### config.mk
export PLATFORM = sky130hd
export DESIGN_NAME = alu_cmd_queue
export DESIGN_NICKNAME = d
export VERILOG_FILES = /design/src/rtl/alu_cmd_queue.sv
export SDC_FILE = /design/constraint.sdc
export NUM_CORES = 1
export LEC_CHECK = 0
export ABC_CLOCK_PERIOD_IN_PS = 5190
export BUFFER_PORTS_ARGS = -buffer_cell sky130_fd_sc_hd__buf_4
export CORE_MARGIN = 4
export CORE_UTILIZATION = 50
export CTS_CLUSTER_SIZE = 14
export DETAILED_ROUTE_END_ITERATION = 12
export GPL_ROUTABILITY_DRIVEN = 0
export PLACE_DENSITY = 0.7
export SYNTH_ARGS = -nofsm -noshare
export SYNTH_HDL_FRONTEND = slang
export SYNTH_SLANG_ARGS = --single-unit
### constraint.sdc
create_clock -name clk -period 5.19 [get_ports clk]
set_input_delay 1.038 -clock clk [delete_from_list [all_inputs] [get_ports clk]]
set_output_delay 1.038 -clock clk [all_outputs]
set_load 0.005 [all_outputs]
### src/rtl/alu_cmd_queue.sv
`default_nettype none
`timescale 1ns/1ps
// ============================================================================
// Module   : alu_cmd_queue
// Purpose  : Sequential front/back stage wrapped around the combinational ALU.
//            Commands {op, x, y, tag} are buffered in a FIFO. The head entry
//            drives the ALU operand ports. The ALU result and flags are
//            captured into an output slot that uses a valid/ready handshake.
// Revision : 1.0 - initial release
//
// Parameters
//   DEPTH  FIFO entries (power of 2, >= 2)
//   TAG_W  width of the opaque tag carried with each command
//
// Ports
//   clk, rst_n        clock (rising edge), asynchronous active-low reset
//   flush             synchronous clear of FIFO, result slot and sticky state
//   cmd_valid/ready   command handshake (cmd_ready == !full)
//   cmd_op/x/y/tag    command payload
//   alu_x/y/op        head entry to ALU (0/0/3'b111 when empty)
//   alu_z, alu_zero, alu_equal, alu_overflow   ALU result and flags
//   res_valid/ready   result handshake
//   res_z, res_flags  registered result, flags = {overflow, equal, zero}
//   res_tag           tag of the result
//   res_illegal       result came from the reserved op 3'b111
//   count             FIFO occupancy, 0..DEPTH
//   sticky_ovf        (ALU_STICKY_OVF_EN only) overflow seen since reset/flush
//
// Build option: define ALU_STICKY_OVF_EN to add the sticky_ovf output.
// ============================================================================
module alu_cmd_queue #(
    parameter int DEPTH = 4,
    parameter int TAG_W = 4
) (
    input  logic                    clk,
    input  logic                    rst_n,
    input  logic                    flush,
    input  logic                    cmd_valid,
    output logic                    cmd_ready,
    input  logic [2:0]              cmd_op,
    input  logic [31:0]             cmd_x,
    input  logic [31:0]             cmd_y,
    input  logic [TAG_W-1:0]        cmd_tag,
    output logic [31:0]             alu_x,
    output logic [31:0]             alu_y,
    output logic [2:0]              alu_op,
    input  logic [31:0]             alu_z,
    input  logic                    alu_zero,
    input  logic                    alu_equal,
    input  logic                    alu_overflow,
    output logic                    res_valid,
    input  logic                    res_ready,
    output logic [31:0]             res_z,
    output logic [2:0]              res_flags,
    output logic [TAG_W-1:0]        res_tag,
    output logic                    res_illegal,
`ifdef ALU_STICKY_OVF_EN
    output logic                    sticky_ovf,
`endif
    output logic [$clog2(DEPTH):0]  count
);

    localparam int AW = $clog2(DEPTH);

    localparam logic [2:0]    c_op_reserved = 3'b111;
    localparam logic [AW-1:0] c_ptr_one     = 1;
    localparam logic [AW:0]   c_cnt_one     = 1;
    localparam logic [AW:0]   c_cnt_full    = (AW+1)'(DEPTH);

    // FIFO storage: data only, no reset needed since occupancy gates its use
    logic [2:0]       r_op_mem  [DEPTH];
    logic [31:0]      r_x_mem   [DEPTH];
    logic [31:0]      r_y_mem   [DEPTH];
    logic [TAG_W-1:0] r_tag_mem [DEPTH];

    logic [AW-1:0]    r_wr_ptr;
    logic [AW-1:0]    r_rd_ptr;
    logic [AW:0]      r_count;

    logic             r_res_valid;
    logic [31:0]      r_res_z;
    logic [2:0]       r_res_flags;
    logic [TAG_W-1:0] r_res_tag;
    logic             r_res_illegal;

    logic             w_full;
    logic             w_empty;
    logic             w_push;
    logic             w_fire;

    assign w_full  = (r_count == c_cnt_full);
    assign w_empty = (r_count == '0);

    // Push is gated by !full only; a pop on the same edge does not open a slot
    // for the current cycle, so there is no ready-to-ready combinational path.
    assign w_push  = cmd_valid && !w_full && !flush;
    // Issue whenever the head exists and the result slot is free or draining.
    assign w_fire  = !w_empty && (!r_res_valid || res_ready);

    assign cmd_ready   = !w_full;
    assign count       = r_count;
    assign res_valid   = r_res_valid;
    assign res_z       = r_res_z;
    assign res_flags   = r_res_flags;
    assign res_tag     = r_res_tag;
    assign res_illegal = r_res_illegal;

    // Head entry drives the ALU; idle value is the reserved op with zero operands
    always_comb begin
        alu_x  = '0;
        alu_y  = '0;
        alu_op = c_op_reserved;
        if (!w_empty) begin
            alu_x  = r_x_mem[r_rd_ptr];
            alu_y  = r_y_mem[r_rd_ptr];
            alu_op = r_op_mem[r_rd_ptr];
        end
    end

    always_ff @(posedge clk) begin
        if (w_push) begin
            r_op_mem[r_wr_ptr]  <= cmd_op;
            r_x_mem[r_wr_ptr]   <= cmd_x;
            r_y_mem[r_wr_ptr]   <= cmd_y;
            r_tag_mem[r_wr_ptr] <= cmd_tag;
        end
    end

    // Pointers, occupancy and result-valid
    always_ff @(posedge clk or negedge rst_n) begin
        if (!rst_n) begin
            r_wr_ptr    <= '0;
            r_rd_ptr    <= '0;
            r_count     <= '0;
            r_res_valid <= 1'b0;
        end else if (flush) begin
            r_wr_ptr    <= '0;
            r_rd_ptr    <= '0;
            r_count     <= '0;
            r_res_valid <= 1'b0;
        end else begin
            if (w_push) begin
                r_wr_ptr <= r_wr_ptr + c_ptr_one;
            end
            if (w_fire) begin
                r_rd_ptr <= r_rd_ptr + c_ptr_one;
            end
            case ({w_push, w_fire})
                2'b10:   r_count <= r_count + c_cnt_one;
                2'b01:   r_count <= r_count - c_cnt_one;
                default: r_count <= r_count;
            endcase
            if (w_fire) begin
                r_res_valid <= 1'b1;
            end else if (res_ready) begin
                r_res_valid <= 1'b0;
            end
        end
    end

    // Result data: captured on issue, held otherwise (including across drain)
    always_ff @(posedge clk or negedge rst_n) begin
        if (!rst_n) begin
            r_res_z       <= '0;
            r_res_flags   <= '0;
            r_res_tag     <= '0;
            r_res_illegal <= 1'b0;
        end else if (w_fire && !flush) begin
            r_res_z       <= alu_z;
            r_res_flags   <= {alu_overflow, alu_equal, alu_zero};
            r_res_tag     <= r_tag_mem[r_rd_ptr];
            r_res_illegal <= (r_op_mem[r_rd_ptr] == c_op_reserved);
        end
    end

`ifdef ALU_STICKY_OVF_EN
    logic r_sticky_ovf;

    always_ff @(posedge clk or negedge rst_n) begin
        if (!rst_n) begin
            r_sticky_ovf <= 1'b0;
        end else if (flush) begin
            r_sticky_ovf <= 1'b0;
        end else if (w_fire && alu_overflow) begin
            r_sticky_ovf <= 1'b1;
        end
    end

    assign sticky_ovf = r_sticky_ovf;
`endif

endmodule

`default_nettype wire

==> results.toml <==
[min_path]
hp-start = "res_tag[3]"
holdPathStages = 1
hold_path.class = "reg2reg"
worstHoldEndpoint = "res_tag[3]"

[clocking]
root_buffer = "clkbuf_16"
cts.repair.resized = 0
cts.clk_slew.worst_paths_ns = 0.06
htreeDepth = 2
cts_sinks = 332
cts_hold_buf = 0
cts_tree = "yes"
numCtsBuffers = 35
post-cts-setup-buffer-count = 0
cts.path.max_buffers = 3
clkLatencyLatePin_ns = 0.49

[global_routing]
grt_pass1_wl_um = 38600
grt.overflow.total = 0
track_usage = 0.176
grt_pass1_vias = 6821
grt_max_degree = 73
antenna_found_initial = 0

[timing]
tightest_slew_ns = 1.15
max_freq_mhz = 270
period_share = 0.714
fin_skew_ns = 0.0101
hold_viol = 0
final-setup-viol-count = 0
drv_slew = 0
rsz0062_at_grt = "no"
whs_ns = 0.484
slew_headroom = 0.234
period_needed_ns = 3.70
fin_tns_setup_ns = 0

[power]
swShare = 0.264
internal_power_mw = 6.07
clockPowerShare = 0.284
comb_power_share = 0.291
p_switching_mw = 2.17
power_density_nw_per_um2 = 523
total_power_mw = 8.24
ir_drop_mv = 0.415
sequentialPowerShare = 0.425
leakage_nw = 5.61

[setup_path]
r2r-start = "count[2]"
arrival_ns = 2.67
worst-path-max-fanout = 47
rr_endpoint = "count[2]"
end_kind = "primary output"
ff2ff_path_depth = 8
worst-setup-path-type = "reg2out"
r2r_slack_ns = 2.16
required_ns = 4.15
cp-start-kind = "flop"

[floorplan]
dieWidth_um = 167
core_area_um2 = 24600
initial_utilization = 0.514
rows = 57
fp.dieH_um = 167
dieArea_um2 = 27900
io_pins = 223

[synth]
syn_nets = 700
postSynth.asyncResetShare = 0.145
ys_ff_latch = 332
yosys_warnings = 0
synth_edf_count = 284
synth_area_um2 = 12700
synth_cell_types = 31
synth_seq_area_share = 0.769
ys.flop_type = "edfxtp_1"
syn_inst = 584
syn_area_per_cell_um2 = 21.7

[detailed_routing]
wl_per_cell_um = 21.0
vias_per_cell = 5.36
wl_um = 24400
final_antenna_net_count = 0
drtIter0Drc = 379
first_pass_iters = 6
drc = 0
routed-via-count = 6243

[layout]
regArea_um2 = 9740
fillCellCount = 1719
n_antenna_cell = 0
areaGrowthSynthToFinish_pct = 24.5
finish.cell_count_without_fillers = 1165
drive_gt1_frac = 0.464
multiInputGateArea_um2 = 2810
final_nets = 933
final_common_cell = "edfxtp_1"
layout_common_cells = "284 x edfxtp_1, 224 x buf_4, 71 x mux4_2"

[place]
dp_cells = 1104
io_buffer_count = 222
place_hpwl_um = 14700

[flow_run]
cap_violations = 0

[outcome]
outcome = "finished, final reports clean"
-- worst max-delay path by stage --
| stage | end | slack (ns) | start | cells after the start |
|---|---|---|---|---|
| 3_3_place_gp | alu_y[13] | 1.95 | r_rd_ptr[0] | 4 |
| 5_1_grt | alu_y[6] | 1.28 | r_rd_ptr[0] | 4 |
| 4_1_cts | alu_y[13] | 1.38 | r_rd_ptr[0] | 4 |
| 6_report | alu_y[13] | 1.49 | r_rd_ptr[0] | 4 |
| 3_5_place_dp | alu_y[6] | 1.93 | r_rd_ptr[0] | 4 |
| 2_1_floorplan | r_op_mem[0][0] | 1.59 | flush | 3 |
-- critical path, cell delays in order (launching register included) --
cell	delay, ns
dfrtp_4	0.77
buf_12	0.40
mux4_2	0.56
nor2b_1	0.17
buf_4	0.19
-- sequential cells by signal, indices dropped and copies added (netlist names) --
signal / flops
count: 3
r_op_mem: 12
r_rd_ptr: 2
r_tag_mem: 16
r_wr_ptr: 2
r_x_mem: 128
r_y_mem: 128
res_flags: 3
res_illegal: 1
res_tag: 4
res_valid: 1
res_z: 32
-- metal layers --
layer  vias to the layer above  part of all wire  wire length, um  GRT usage
met3                        38             0.079             1930     0.0533
met2                       222              0.50            12300      0.296
met1                      3198              0.40             9760      0.227
met5                         -                 0                0          0
li1                       2785                 -                -          -
met4                         0             0.020              497     0.0438
-- stage by stage --
step	util	setup WS [ns]	area [um^2]
floorplan	-	1.59	12700
global placement	0.596	1.95	14700
detailed placement	0.596	1.93	14700
CTS	0.640	1.38	15800
global route	0.640	1.28	15800
finish	0.640	1.49	15800
-- area by class of cell --
type | count | share of cell area
clock inverter | 15 | 0.00755
tap | 324 | 0.0257
inverter | 3 | 0.000715
sequential | 332 | 0.618
timing repair buffer | 225 | 0.108
clock buffer | 46 | 0.0616
multi-input combinational | 220 | 0.178
-- synth_stat cells, types with 2 or more instances --
library cell	n	share of area
mux4_2	71	0.13
a21oi_1	2	0.00079
clkbuf_1	16	0.0047
nor2_1	6	0.0018
or2_2	3	0.0015
inv_1	3	0.00089
nor2b_1	67	0.033
xnor2_1	3	0.0021
mux2_2	36	0.032
nand2_1	2	0.00059
buf_2	13	0.0051
edfxtp_1	284	0.67
mux2_1	4	0.0036
nand2b_1	4	0.0020
ha_1	4	0.0040
dfrtp_1	48	0.095
and2_1	4	0.0020
-- cell families (layout without fill, tap and decap cells) --
family                     count (synthesis)  count (layout)  share of synthesized area
DFF                                      332             332                      0.769
muxes                                    113             113                      0.164
and+or+nand+nor                           93              93                     0.0450
buffers and inverters                     32             289                     0.0108
adders and majority gates                  5               5                    0.00554
AOI/OAI and AO/OA                          5               5                    0.00306
xor gates and xnor gates                   4               4                    0.00277
-- power by group through the flow --
| stage | Clock (mW) | Sequential [mW] | Combinational, mW |
|---|---|---|---|
| 2_1_floorplan | 0 | 3.40 | 1.41 |
| 3_3_place_gp | 0 | 3.54 | 2.42 |
| 3_5_place_dp | 0 | 3.57 | 2.46 |
| 4_1_cts | 2.40 | 3.52 | 2.47 |
| 5_1_grt | 2.52 | 3.55 | 2.61 |
| 6_report | 2.34 | 3.50 | 2.40 |
No activity file was read; power rests on OpenSTA's default activity.
